<file path="src/rtl/bcd_to_bin_seq.sv">
// ---------------------------------------------------------------------------
// bcd_to_bin_seq
//
// Sequential packed-BCD to binary converter. Consumes one BCD digit per
// clock, most significant digit first, with Horner's rule:
//    acc = acc*10 + digit
// A word is accepted with a valid/ready handshake on the input side. The
// result is offered with a valid/ready handshake on the output side.
//
// Parameters
//    DIGITS  number of BCD digits in in_bcd (1..9)
//    BIN_W   width of the binary result, >= ceil(log2(10^DIGITS))
//
// Ports
//    clk        rising-edge clock
//    rst_n      asynchronous active-low reset
//    in_bcd     packed BCD word, MSD in in_bcd[4*DIGITS-1 -: 4]
//    in_valid   in_bcd is valid
//    in_ready   converter can accept a word (IDLE)
//    out_bin    binary result; holds its value until the next result
//    out_valid  out_bin (and err) valid (DONE)
//    out_ready  consumer takes the result
//    err        illegal digit (>9) seen; only with BCD2BIN_ERR_EN
//
// Optional feature macro: BCD2BIN_ERR_EN
//    Defined   : digits > 9 set a sticky flag; the result is then err=1 and
//                out_bin=0.
//    Undefined : no err port. Illegal nibbles enter the arithmetic at their
//                raw value, and the result wraps to BIN_W bits.
// ---------------------------------------------------------------------------
module bcd_to_bin_seq #(
   parameter int DIGITS = 4,
   parameter int BIN_W  = 14
) (
   input  logic                  clk,
   input  logic                  rst_n,
   input  logic [4*DIGITS-1:0]   in_bcd,
   input  logic                  in_valid,
   output logic                  in_ready,
   output logic [BIN_W-1:0]      out_bin,
   output logic                  out_valid,
   input  logic                  out_ready
`ifdef BCD2BIN_ERR_EN
   ,
   output logic                  err
`endif
);

   localparam int CNT_W = (DIGITS > 1) ? $clog2(DIGITS) : 1;

   typedef enum logic [1:0] {
      IDLE = 2'd0,
      CONV = 2'd1,
      DONE = 2'd2
   } state_t;

   state_t                state;
   state_t                state_nxt;
   logic [4*DIGITS-1:0]   shift_reg;
   logic [BIN_W-1:0]      acc;
   logic [BIN_W-1:0]      acc_nxt;
   logic [CNT_W-1:0]      cnt;
   logic [3:0]            cur_digit;
   logic                  last_digit;

   // acc*10 + d, formed as (acc<<3)+(acc<<1) in BIN_W+4 bits, then
   // truncated back to BIN_W. Legal digits and widths never truncate.
   function automatic logic [BIN_W-1:0] mul10_add(input logic [BIN_W-1:0] a,
                                                  input logic [3:0]       d);
      logic [BIN_W+3:0] wide;
      wide = ({4'b0000, a} << 3) + ({4'b0000, a} << 1) + {{BIN_W{1'b0}}, d};
      return wide[BIN_W-1:0];
   endfunction

   assign cur_digit  = shift_reg[4*DIGITS-1 -: 4];
   assign acc_nxt    = mul10_add(acc, cur_digit);
   assign last_digit = (cnt == '0);

`ifdef BCD2BIN_ERR_EN
   logic err_flag;
   logic err_nxt;

   function automatic logic digit_bad(input logic [3:0] d);
      return (d > 4'd9);
   endfunction

   // Includes the digit being consumed this edge, so an illegal last
   // digit is still reported in the registered result.
   assign err_nxt = err_flag | digit_bad(cur_digit);
`endif

   // State register
   always_ff @(posedge clk or negedge rst_n) begin
      if (!rst_n) begin
         state <= IDLE;
      end else begin
         state <= state_nxt;
      end
   end

   // Next-state and handshake outputs
   always_comb begin
      state_nxt = state;
      in_ready  = 1'b0;
      out_valid = 1'b0;
      case (state)
         IDLE: begin
            in_ready = 1'b1;
            if (in_valid) begin
               state_nxt = CONV;
            end
         end
         CONV: begin
            if (last_digit) begin
               state_nxt = DONE;
            end
         end
         DONE: begin
            out_valid = 1'b1;
            if (out_ready) begin
               state_nxt = IDLE;
            end
         end
         default: begin
            state_nxt = IDLE;
         end
      endcase
   end

   // Datapath: capture on accept, one Horner step per CONV edge, register
   // the result on the edge that consumes the final digit.
   always_ff @(posedge clk or negedge rst_n) begin
      if (!rst_n) begin
         shift_reg <= '0;
         acc       <= '0;
         cnt       <= '0;
         out_bin   <= '0;
`ifdef BCD2BIN_ERR_EN
         err_flag  <= 1'b0;
         err       <= 1'b0;
`endif
      end else if (state == IDLE) begin
         if (in_valid) begin
            shift_reg <= in_bcd;
            acc       <= '0;
            cnt       <= CNT_W'(DIGITS - 1);
`ifdef BCD2BIN_ERR_EN
            err_flag  <= 1'b0;
`endif
         end
      end else if (state == CONV) begin
         acc       <= acc_nxt;
         shift_reg <= shift_reg << 4;
         cnt       <= cnt - CNT_W'(1);
`ifdef BCD2BIN_ERR_EN
         err_flag  <= err_nxt;
         if (last_digit) begin
            out_bin <= err_nxt ? '0 : acc_nxt;
            err     <= err_nxt;
         end
`else
         if (last_digit) begin
            out_bin <= acc_nxt;
         end
`endif
      end
   end

endmodule
</file>
<file path="config.mk">
export PLATFORM = sky130hd
export DESIGN_NAME = bcd_to_bin_seq
export DESIGN_NICKNAME = d
export VERILOG_FILES = /design/src/rtl/bcd_to_bin_seq.sv
export SDC_FILE = /design/constraint.sdc
export NUM_CORES = 1
export LEC_CHECK = 0
export ABC_CLOCK_PERIOD_IN_PS = 3000
export CORE_MARGIN = 2
export CORE_UTILIZATION = 42
export DETAILED_ROUTE_END_ITERATION = 12
export DONT_BUFFER_PORTS = 1
export PLACE_DENSITY = 0.64
export SYNTH_ARGS = -nofsm -noshare
export SYNTH_HDL_FRONTEND = slang
export SYNTH_SLANG_ARGS = --single-unit
</file>
<file path="constraint.sdc">
create_clock -name clk -period 3 [get_ports clk]
set_input_delay 0.6 -clock clk [delete_from_list [all_inputs] [get_ports clk]]
set_output_delay 0.6 -clock clk [all_outputs]
set_load 0.05 [all_outputs]
</file>
==> run_results.csv, run 1 <==
group,metric,value,unit
drt,num_vias,1824,
critical_path,crit_fanout,3,
yosys,seq_area_frac_synth,0.4487,
sta,fin_setup_tns,0,ns
critical_path,critPathCaptureType,"flop",
yosys,syn-cell-area,2621,sq um
critical_path,arrival,2.75,ns
sta,max_freq,0.3896,GHz
drt,final_antenna_net_count,0,
yosys,synth_nets,296,
die,core-area,5991,sq um
sta,setup_viol,0,
sta,slew_viol_final,0,
power_and_ir_drop,p_per_area,1290,nW/um^2
placement,dp_cells,319,
die,die_h,83,um
sta,rsz0062_at_grt,"no",
sta,finalHoldViolCount,0,
die,initial_core_util,0.4376,
finish,fin_area,2868,sq um
finish,final_layout_size_suffix_gt1_frac,0.1304,
grt,gr-usage-all-layers,0.1581,
critical_path,cp_data_required_time,3.18,ns
run,cap_violations,0,
finish,diodes,0,
die,dieArea,6889,sq um
clock_network,clkLatencyLatePin,0.31,ns
sta,fin_worst_skew,0.01110,ns
yosys,avgSynthCellArea,10.44,sq um
grt,grt_pass1_vias,1809,
power_and_ir_drop,peakVddDrop,0.5251,mV
sta,post-route-period-util,0.8555,
die,io_pins,36,
placement,io_buffers,0,
grt,grt_max_degree,48,
yosys,synth-simple-area-share,0.1169,
clock_network,hold_buffers,1,
placement,dp_hpwl,3.615,mm
clock_network,tritoncts,"yes",
yosys,synth_compound_area_frac,0.1962,
yosys,synthDistinctLibCells,35,
clock_network,clock_sinks,47,
clock_network,h-tree-depth,2,
clock_network,clock_path_buffers,2,
critical_path,crit_type,"reg -> reg",
grt,grt_pass1_wl,8.894,mm
drt,initialDrtViolationCount,87,
critical_path,start_kind,"flop",
die,rows,28,
yosys,synth_area_leaders,"dfrtp_1, ha_1, o21ai_0",
sta,holdWs,0.1213,ns
yosys,ys_warn_count,0,
yosys,synth_xor_xnor_area_share,0.04010,
finish,synthToLayoutAreaGrowth,9.403,%
clock_network,post-cts-setup-buffer-count,0,
finish,final_nets,297,
yosys,netlist_instances,251,
yosys,synth-seq-cells,47,
drt,firstDrtPassIters,4,
clock_network,numCtsBuffers,5,
yosys,synth_top_area_frac,0.4487,
clock_network,path_clk_slew,0.10,ns
finish,stdcell_count,328,
drt,detail_route.drc_violations,0,
drt,wl_per_cell,15.61,um
yosys,yosys.area.top_type,"dfrtp_1",
grt,antenna_found_initial,0,
drt,avgViaCountPerCell,5.561,
finish,largest_register_ffs,16,
clock_network,cts_resized,0,
placement,placed_area,2700,sq um
sta,tightestPinTransition,0.5685,ns
power_and_ir_drop,power.leakage,1.404,nW
sta,period_needed,2.566,ns
clock_network,root_buffer,"clkbuf_8",
outcome,outcome,"finished, final reports clean",
placement,gp_congestion,0.7871,
die,die_x,83,um
sta,slew_headroom,0.6207,
drt,routed_wirelength,5.119,mm
yosys,synth_top_family_by_area,"compound AO/OA/AOI/OAI gates",
grt,grt.overflow.total,0,
finish,fill_cells,564,
yosys,muxShareOfSynthArea,0.04296,
yosys,synth_fa_ha_area_frac,0.1251,
hold_path,min_path_type,"in -> async",
## per-layer routing
layer,track usage,part of all wire
met1,0.2106,0.49
met2,0.2566,0.47
met3,0.03877,0.034
met4,0.04471,0.011
met5,0,0
## worst paths after layout
| check | end | startpoint | cells past startpoint | slack, ns |
|---|---|---|---|---|
| max in group asynchronous | out_bin[8]$_DFFE_PN0P_ | rst_n | 1 | 2.65 |
| worst max-delay path | out_bin[12]$_DFFE_PN0P_ | shift_reg[15]$_DFFE_PN0P_ | 9 | 0.43 |
| worst min-delay path | out_bin[2]$_DFFE_PN0P_ | rst_n | 1 | 0.12 |
| worst max register to register | out_bin[12]$_DFFE_PN0P_ | shift_reg[15]$_DFFE_PN0P_ | 9 | 0.43 |
| worst min register to register | shift_reg[7]$_DFFE_PN0P_ | shift_reg[7]$_DFFE_PN0P_ | 2 | 0.49 |
| min in group clk | state[1]$_DFFE_PN0P_ | out_ready | 1 | 0.39 |
## cell type report
class / count / area [sq um] / area share
Clock buffer: 5 / 68.82 / 0.02400
Clock inverter: 3 / 71.32 / 0.02487
Inverter: 9 / 33.78 / 0.01178
Multi-Input combinational cell: 184 / 1366 / 0.4764
Sequential cell: 47 / 1176 / 0.4101
Tap cell: 75 / 93.84 / 0.03272
Timing Repair Buffer: 5 / 57.56 / 0.02007
## power by group
group	switching, mW	internal, mW
clock	0.239	0.338
sequential	0.515	0.907
combinational	0.956	0.744
total	1.71	1.99
## cell usage in the layout (no fill, tap or decap), types with 3 or more instances in the layout
cell type | synthesis | routed
dfrtp_1 | 47 | 47
nand2_1 | 29 | 29
o21ai_0 | 26 | 26
a21oi_1 | 24 | 24
ha_1 | 23 | 23
and3b_1 | 11 | 11
a22o_1 | 10 | 10
mux2_2 | 10 | 10
inv_1 | 9 | 9
xnor2_1 | 7 | 7
nor2_1 | 5 | 5
nor2b_1 | 5 | 5
xor2_1 | 5 | 5
clkbuf_8 | 0 | 5
nand2b_1 | 4 | 4
buf_4 | 0 | 4
o211ai_1 | 3 | 3
a21o_1 | 3 | 3
## per-stage QoR
step           utilization  worst slack (ns)  total power [mW]
2_1_floorplan            -            0.5653             2.749
3_3_place_gp        0.4507            0.5071             3.093
3_5_place_dp        0.4507            0.4511             3.139
4_1_cts             0.4787            0.4221             3.749
5_1_grt             0.4787            0.2681             4.017
6_report            0.4787            0.4335             3.699
## synth_stat cells
cell type  number
o21ai_1         2
clkbuf_1        8
xor2_1          5
mux2_2         10
buf_2           2
nand2_1        29
o21bai_2        1
nor2b_1         5
fa_1            2
a31oi_4         1
o21ai_2         1
nand2b_1        4
o211ai_1        3
a311oi_2        1
a21oi_1        24
a211oi_2        2
and2_1          1
dfrtp_1        47
a31o_2          1
a21o_2          1
and2b_1         1
a31oi_1         1
a21o_1          3
a211oi_1        1
o21ai_0        26
inv_1           9
a22o_1         10
nor2_1          5
xnor2_1         7
nand2_2         1
and3_1          1
ha_1           23
a21oi_2         1
clkbuf_2        1
and3b_1        11
## logic make-up (layout without fill, tap and decap cells)
logic type                 count (synthesis)  count (layout)
AOI/OAI and AO/OA                         79              79
adders and majority gates                 25              25
muxes                                     10              10
buffers and inverters                     20              22
and+or+nand+nor                           58              58
xor gates and xnor gates                  12              12
DFF                                       47              47
## worst max-delay path, stage by stage, from the launching register on
cell and delay [ns]:
dfrtp_1 0.36, inv_1 0.06, fa_1 0.53, inv_1 0.07, fa_1 0.49, a211oi_2 0.27
o21ai_2 0.13, a31oi_1 0.21, xor2_1 0.21, o21ai_0 0.10
(Power assumes the default switching activity.)
==> inputs of run 2 (changes only) <==
--- a/config.mk
+++ b/config.mk
@@ -6,10 +6,12 @@
 export NUM_CORES = 1
 export LEC_CHECK = 0
 export ABC_CLOCK_PERIOD_IN_PS = 3000
+export CORE_ASPECT_RATIO = 2
 export CORE_MARGIN = 2
 export CORE_UTILIZATION = 42
 export DETAILED_ROUTE_END_ITERATION = 12
 export DONT_BUFFER_PORTS = 1
+export GPL_TIMING_DRIVEN = 0
 export PLACE_DENSITY = 0.64
 export SYNTH_ARGS = -nofsm -noshare
 export SYNTH_HDL_FRONTEND = slang
==> run_results.csv, run 2 (synthesized netlist as in run 1, its figures left out) <==
group,metric,value,unit
die,io_pins,36,
grt,gr-usage-all-layers,0.1787,
critical_path,start_kind,"flop",
drt,avgViaCountPerCell,5.667,
die,die_x,59.86,um
drt,detail_route.drc_violations,0,
clock_network,root_buffer,"clkbuf_16",
sta,fin_setup_tns,0,ns
critical_path,worstPathCellList,"inv_1 > fa_1 > inv_1 > fa_1 > a211oi_2 > o21ai_2 > a31oi_1 > xor2_1 > o21ai_0",
clock_network,clock_sinks,47,
placement,dp_hpwl,4.279,mm
grt,grt_pass1_wl,9.308,mm
finish,diodes,0,
power_and_ir_drop,peakVddDrop,0.6137,mV
clock_network,tritoncts,"yes",
drt,initialDrtViolationCount,39,
sta,finalHoldViolCount,0,
die,core-area,6006,sq um
finish,synthToLayoutAreaGrowth,11.36,%
finish,regArea,1176,sq um
grt,grt_max_degree,37,
drt,wl_per_cell,17.08,um
drt,num_vias,1836,
critical_path,crit_type,"reg -> reg",
sta,fin_worst_skew,0.004594,ns
power_and_ir_drop,power.leakage,1.426,nW
drt,firstDrtPassIters,4,
finish,layout_commonest_cell,"dfrtp_1",
grt,antenna_found_initial,0,
power_and_ir_drop,p_per_area,1326,nW/um^2
clock_network,path_clk_slew,0.06,ns
critical_path,cpPeakStageDelay,0.50,ns
critical_path,crit_fanout,3,
sta,post-route-period-util,0.8802,
die,initial_core_util,0.4365,
finish,fin_util,0.4860,
finish,largest_register_ffs,16,
placement,io_buffers,0,
critical_path,critPathCaptureType,"flop",
sta,tightestPinTransition,0.8864,ns
sta,period_needed,2.641,ns
drt,routed_wirelength,5.534,mm
run,cap_violations,0,
clock_network,clkLatencyLatePin,0.29,ns
hold_path,min_path_type,"in -> async",
clock_network,numCtsBuffers,5,
clock_network,clock_path_buffers,2,
die,dieArea,6927,sq um
placement,dp_cells,314,
sta,setup_viol,0,
critical_path,slowest_stage,"fa_1",
critical_path,crit_family,"adder cells",
finish,fill_cells,574,
finish,final_layout_size_suffix_gt1_frac,0.1188,
placement,gp_congestion,0.8212,
finish,stdcell_count,324,
grt,grt.overflow.total,0,
sta,slew_viol_final,0,
critical_path,arrival,2.81,ns
finish,fin_area,2919,sq um
critical_path,cp_data_required_time,3.17,ns
sta,max_freq,0.3787,GHz
finish,multi_input_area,1366,sq um
die,die_h,115.7,um
placement,placed_area,2700,sq um
outcome,outcome,"finished, final reports clean",
grt,grt_pass1_vias,1928,
die,rows,40,
clock_network,h-tree-depth,2,
critical_path,path_buf_inv,2,
sta,slew_headroom,0.4069,
finish,final_cell_mix,"dfrtp_1, nand2_1, o21ai_0",
finish,final_nets,305,
sta,rsz0062_at_grt,"no",
drt,final_antenna_net_count,0,
==> run 2: cell types whose count changed in the layout (fill, tap and decap cells not counted), sizes merged <==
cell,before,now
dlygate4sd3,0,1
inv,10,9
clkbuf,5,15
buf,5,3
==> run 2: cell type report <==
cell class	count	area share
sequential	47	0.4029
inverter	9	0.01157
clock buffer	6	0.04415
multi-input combinational	184	0.4681
timing repair buffer	2	0.01029
tap	63	0.02700
buffer	11	0.01543
clock inverter	2	0.02057
==> run 2: power breakdown <==
| group | internal, mW | switching [mW] |
|---|---|---|
| Clock | 0.478 | 0.233 |
| Sequential | 0.909 | 0.499 |
| Combinational | 0.739 | 1.01 |
| Total | 2.13 | 1.74 |
==> run 2: through the flow <==
step | power, mW | hold slack [ns] | setup WS (ns)
finish | 3.870 | 0.1328 | 0.3593
global route | 4.174 | 0.1435 | 0.1727
CTS | 3.925 | 0.1431 | 0.3094
detailed placement | 3.190 | 0.3061 | 0.3248
global placement | 3.140 | 0.3060 | 0.3727
floorplan | 2.749 | 0.3044 | 0.5653
==> run 2: routing by layer <==
layer  vias to the layer above  GRT usage  part of all wire
met5                         -          0                 0
met4                         0    0.06519             0.016
met3                         7    0.02902             0.021
met2                        27     0.3413              0.60
met1                       901     0.1851              0.37
li1                        901          -                 -
==> run 2: timing repair <==
item / CTS / global route
endpoints found under the hold margin: 36 / 0
hold buffers: 2 / 0
gates resized for setup: 0 / 0
setup buffers: 0 / 0
endpoints found under the setup margin: 0 / 0
==> run 2: worst paths after layout <==
check | from | end | slack, ns | depth (start not counted)
min | rst_n | out_bin[2]$_DFFE_PN0P_ | 0.13 | 1
max in group asynchronous | rst_n | acc[8]$_DFFE_PN0P_ | 1.89 | 1
min reg2reg | shift_reg[13]$_DFFE_PN0P_ | shift_reg[13]$_DFFE_PN0P_ | 0.49 | 2
min in group clk | out_ready | state[1]$_DFFE_PN0P_ | 0.42 | 1
max | acc[2]$_DFFE_PN0P_ | acc[12]$_DFFE_PN0P_ | 0.36 | 9
max reg2reg | acc[2]$_DFFE_PN0P_ | acc[12]$_DFFE_PN0P_ | 0.36 | 9
